### src/rtl/hazard_stall_ctrl.sv
// Pipeline sequencer for the 5-stage core: stage enables, flushes and bubbles.
// Optional 32-bit stall counter output is built when HAZARD_STALL_CNT_EN is defined.
module hazard_stall_ctrl #(
  parameter int MD_TIMEOUT = 64,
  parameter int CNT_W      = 7
) (
  input  logic       clk,
  input  logic       rst_n,
  input  logic [4:0] id_rs1,
  input  logic [4:0] id_rs2,
  input  logic       id_use_rs1,
  input  logic       id_use_rs2,
  input  logic [4:0] ex_rd,
  input  logic       ex_memread,
  input  logic       ex_redirect,
  input  logic       ex_md_start,
  input  logic       md_done,
  input  logic       mem_req,
  input  logic       dmem_ready,
  output logic       pc_en,
  output logic       ifid_en,
  output logic       idex_en,
  output logic       exmem_en,
  output logic       memwb_en,
  output logic       ifid_flush,
  output logic       idex_bubble,
  output logic       exmem_bubble,
  output logic       busy,
  output logic       md_timeout
`ifdef HAZARD_STALL_CNT_EN
  ,
  output logic [31:0] stall_count
`endif
);

  typedef enum logic [0:0] {RUN = 1'b0, MD_WAIT = 1'b1} state_t;

  localparam logic [CNT_W-1:0] CNT_LAST = CNT_W'(MD_TIMEOUT - 1);

  state_t           state;
  logic [CNT_W-1:0] md_cnt;
  logic             mem_freeze;
  logic             load_use;
  logic             md_expire;

  assign mem_freeze = mem_req && !dmem_ready;
  assign load_use   = ex_memread && (ex_rd != 5'd0) &&
                      ((id_use_rs1 && (ex_rd == id_rs1)) ||
                       (id_use_rs2 && (ex_rd == id_rs2)));
  assign md_expire  = (state == MD_WAIT) && !md_done && (md_cnt == CNT_LAST);
  assign busy       = (state == MD_WAIT);

  always_comb begin
    pc_en        = 1'b1;
    ifid_en      = 1'b1;
    idex_en      = 1'b1;
    exmem_en     = 1'b1;
    memwb_en     = 1'b1;
    ifid_flush   = 1'b0;
    idex_bubble  = 1'b0;
    exmem_bubble = 1'b0;
    if (mem_freeze) begin
      pc_en    = 1'b0;
      ifid_en  = 1'b0;
      idex_en  = 1'b0;
      exmem_en = 1'b0;
      memwb_en = 1'b0;
    end else if ((state == MD_WAIT) && !md_done && !md_expire) begin
      // Hold the front end while older instructions drain behind a bubble.
      pc_en        = 1'b0;
      ifid_en      = 1'b0;
      idex_en      = 1'b0;
      exmem_bubble = 1'b1;
    end else if ((state == RUN) && ex_redirect) begin
      ifid_flush  = 1'b1;
      idex_bubble = 1'b1;
    end else if ((state == RUN) && load_use) begin
      pc_en       = 1'b0;
      ifid_en     = 1'b0;
      idex_bubble = 1'b1;
    end
  end

  always_ff @(posedge clk or negedge rst_n) begin
    if (!rst_n) begin
      state      <= RUN;
      md_cnt     <= '0;
      md_timeout <= 1'b0;
    end else begin
      case (state)
        RUN: begin
          if (ex_md_start && !mem_freeze) begin
            state  <= MD_WAIT;
            md_cnt <= '0;
          end
        end
        MD_WAIT: begin
          if (!mem_freeze && md_done) begin
            state <= RUN;
          end else if (!mem_freeze && md_expire) begin
            state      <= RUN;
            md_timeout <= 1'b1;
          end else if (md_cnt != CNT_LAST) begin
            // Saturate at the release count so a freeze cannot skip the timeout.
            md_cnt <= md_cnt + 1'b1;
          end
        end
        default: state <= RUN;
      endcase
    end
  end

`ifdef HAZARD_STALL_CNT_EN
  always_ff @(posedge clk or negedge rst_n) begin
    if (!rst_n) begin
      stall_count <= '0;
    end else if (!pc_en) begin
      stall_count <= stall_count + 32'd1;
    end
  end
`endif

endmodule

### config.mk
export PLATFORM = sky130hd
export DESIGN_NAME = hazard_stall_ctrl
export DESIGN_NICKNAME = d
export VERILOG_FILES = /design/src/rtl/hazard_stall_ctrl.sv
export SDC_FILE = /design/constraint.sdc
export NUM_CORES = 1
export LEC_CHECK = 0
export BUFFER_PORTS_ARGS = -buffer_cell sky130_fd_sc_hd__buf_2
export CAP_MARGIN = 25
export CORE_MARGIN = 10
export CORE_UTILIZATION = 25
export CTS_CLUSTER_DIAMETER = 50
export DETAILED_ROUTE_END_ITERATION = 6
export GPL_TIMING_DRIVEN = 0
export SLEW_MARGIN = 40
export SYNTH_ARGS = -nofsm -noshare
export SYNTH_HDL_FRONTEND = slang
export SYNTH_SLANG_ARGS = --single-unit
export TNS_END_PERCENT = 50
### constraint.sdc
create_clock -name clk -period 1.55 [get_ports clk]
set_input_delay 0.0775 -clock clk [delete_from_list [all_inputs] [get_ports clk]]
set_output_delay 0.0775 -clock clk [all_outputs]
set_load 0.01 [all_outputs]
==> flow_summary.ini <==
[power_and_ir_drop]
p_total_uw = 766
p_per_area_nw_per_um2 = 717
leakage_nw = 0.579
ir_drop_v = 0.000513

[timing]
rsz0062_at_grt = yes
worst_pin_slew_ns = 0.283
fmax_ghz = 0.604
slew_violations = 0
relSlewSlack_pct = 80.9
post-route-min-period_ns = 1.65
period_share_pct = 107
fin_setup_tns_ns = -0.529
hold_violations = 0
finClkSkew_ns = 0.0134
finalSetupViolCount = 7
worst_slack_ns = -0.105

[setup_path]
start_kind = register
critPathMaxFanout = 2
timing.rr.end = md_cnt[4]$_DFFE_PN0P_
regToRegStartpoint = md_cnt[0]$_DFFE_PN0P_
cp_slowest_cell = dfrtp_1
r2r_slack_ns = -0.09
arrival_ns = 1.58
reg2regPathDepth = 7
crit_chain = ha_4, nand4b_4, nor2_4, o21a_1, o41a_1, buf_4, buf_6
cp_data_required_time_ns = 1.47
max_stage_delay_ns = 0.41
crit_path_end_kind = output pin
path_class = register to output pin

[logic_synthesis]
avgSynthCellArea_um2 = 9.40
syn_inst = 74
ys_warn_count = 0
syn_area_um2 = 696
synth.distinct_cells = 30
synth-adder-area-share_pct = 1.80
synthMuxAreaShare_pct = 0
ys_seq_area_share_pct = 32.4
syn_nets = 100
synth_xor_area_share_pct = 12.6
ys_ff_latch = 9
synth_top_family_by_area = simple AND/OR/NAND/NOR gates
synth_simple_gate_area_share_pct = 26.6
synth_compound_area_share_pct = 20.0

[layout]
final_cell_count_no_fill = 153
fill_cells = 282
syn_to_final_growth_pct = 53.6
drive_gt1_share_pct = 47.5
final_cell_mix = buf_2 (32), buf_4 (12), dfrtp_1 (9)
antenna_cells = 0
final_nets = 149
mostFrequentLayoutCell = buf_2
final_core_util_pct = 39.4

[global_routing]
grt_pass1_wl_um = 3600
grt_max_degree = 11
overflow = 0
grt_antenna_before_repair = 0
grtUsageTotal_pct = 8.06
grt_pass1_vias = 839

[placement]
placed_cells = 139
routabilityCongestion = 0.732
portBuffers = 34
dp_hpwl_um = 1740
dpl_worst_slack_ns = -0.113

[drt]
vias_per_cell = 4.96
vias = 759
wl_per_cell_um = 14.8
drt_iter0_drc = 18
wl_um = 2260
drc = 0
drtAntennaViolNets = 0
drt-pass1-iter-count = 4

[floorplanning]
fp.dieArea_um2 = 5290
chipWidth_um = 72.8
start_util_pct = 25.7
rows = 19
die_y_um = 72.8
core_um2 = 2710
io_pins = 35

[clock_network]
clk_pin_slew_ns = 0.07
cts.path.max_buffers = 2
cts_root_buffer = clkbuf_4
cts_buffers = 3
cts_tree = done
clock_latency_ns = 0.27
htreeDepth = 1
cts_sinks = 9

[worst_hold_path]
hold_path.class = input pin to register
min-delay-start = ex_md_start
worstHoldEndpoint = busy$_DFF_PN0_
min_path_cells = 3

[run]
cap_violations = 0

[status]
status = finished, violations left
violations = setup timing
## flip-flops by register name (all words and copies together) (netlist names)
register	flops
busy	1
md_timeout	1
md_cnt	7
## timing repair
action                     CTS  global route
setup endpoints to repair   10             9
hold buffers                 1             0
setup buffers                6             3
hold endpoints to repair     9             0
pin swaps                    3             5
resized for setup            6             4
## stage by stage
step | cell area (µm²) | hold slack [ns]
after floorplan | 698 | -0.218
after global placement | 907 | -0.0605
after detailed placement | 907 | -0.0546
after CTS | 1030 | 0.180
after global routing | 1070 | 0.189
final | 1070 | 0.173
## cell families (layout without fill, tap and decap cells)
family	Yosys count	after routing
buffers and inverters	9	57
adder cells (fa/ha/maj)	1	1
AND/OR/NAND/NOR	30	30
XOR/XNOR	10	10
AO/OA/AOI/OAI	15	15
flip-flops	9	9
## worst max-delay path: cells and delay by family, from the launching register on
family	cells	cell delay, ns
flops	1	0.41
fa+ha+maj	1	0.18
simple gates	2	0.14
compound gates	2	0.33
buf+inv	2	0.26
## worst max-delay path by stage
stage          slack, ns               endpoint             startpoint
3_3_place_gp       -0.07  md_cnt[4]$_DFFE_PN0P_  md_cnt[0]$_DFFE_PN0P_
5_1_grt            -0.21                  pc_en  md_cnt[0]$_DFFE_PN0P_
2_1_floorplan       0.02                  pc_en  md_cnt[0]$_DFFE_PN0P_
4_1_cts            -0.15                  pc_en  md_cnt[1]$_DFFE_PN0P_
3_5_place_dp       -0.11  md_cnt[5]$_DFFE_PN0P_  md_cnt[0]$_DFFE_PN0P_
6_report           -0.10                  pc_en  md_cnt[0]$_DFFE_PN0P_
## report_power, final
group | switching [mW] | internal, mW | total, mW
clock network | 0.0888 | 0.0993 | 0.188
logic | 0.151 | 0.153 | 0.305
registers | 0.0203 | 0.253 | 0.273
## metal layers
layer  vias to the layer above  track usage (%)  part of all wire [%]
li1                        371                -                     -
met1                       358             8.31                    39
met2                        28             13.8                    51
met3                         2             4.35                   9.5
met4                         0             2.32                  0.35
met5                         -                0                     0
## final cells by class
cell class                      instances  area [µm²]  area share (%)
Buffer                                  4        30.0            2.81
Inverter                                5        18.8            1.76
Tap cell                               31        38.8            3.63
Sequential cell                         9         225            21.1
Multi-Input combinational cell         56         465            43.6
Clock buffer                            4        26.3            2.46
Timing Repair Buffer                   44         264            24.7
## cells in the mapped netlist
cell type | n | share of area (%)
o221ai_4 | 1 | 3.8
a21o_1 | 1 | 1.1
inv_1 | 3 | 1.6
dfrtp_1 | 9 | 32
buf_2 | 1 | 0.72
nand3_1 | 5 | 3.6
xnor2_1 | 2 | 2.5
clkinv_1 | 2 | 1.1
xor2_1 | 8 | 10
nor3_1 | 2 | 1.4
nor4_1 | 5 | 4.5
nor2_1 | 3 | 1.6
o21a_1 | 2 | 2.2
nand2_1 | 4 | 2.2
a211o_1 | 3 | 3.8
or4_1 | 1 | 1.1
ha_1 | 1 | 1.8
buf_4 | 3 | 3.2
o21ai_0 | 3 | 2.2
and2_0 | 2 | 1.8
and3_1 | 4 | 3.6
a311o_1 | 1 | 1.4
o41a_1 | 1 | 1.6
a41o_1 | 1 | 1.4
nor2b_4 | 1 | 2.0
or2_1 | 1 | 0.90
nor4_2 | 1 | 1.8
o41ai_1 | 1 | 1.3
nand4b_2 | 1 | 2.2
a32oi_1 | 1 | 1.3
Note: power is estimated with default switching activity, not from simulation.
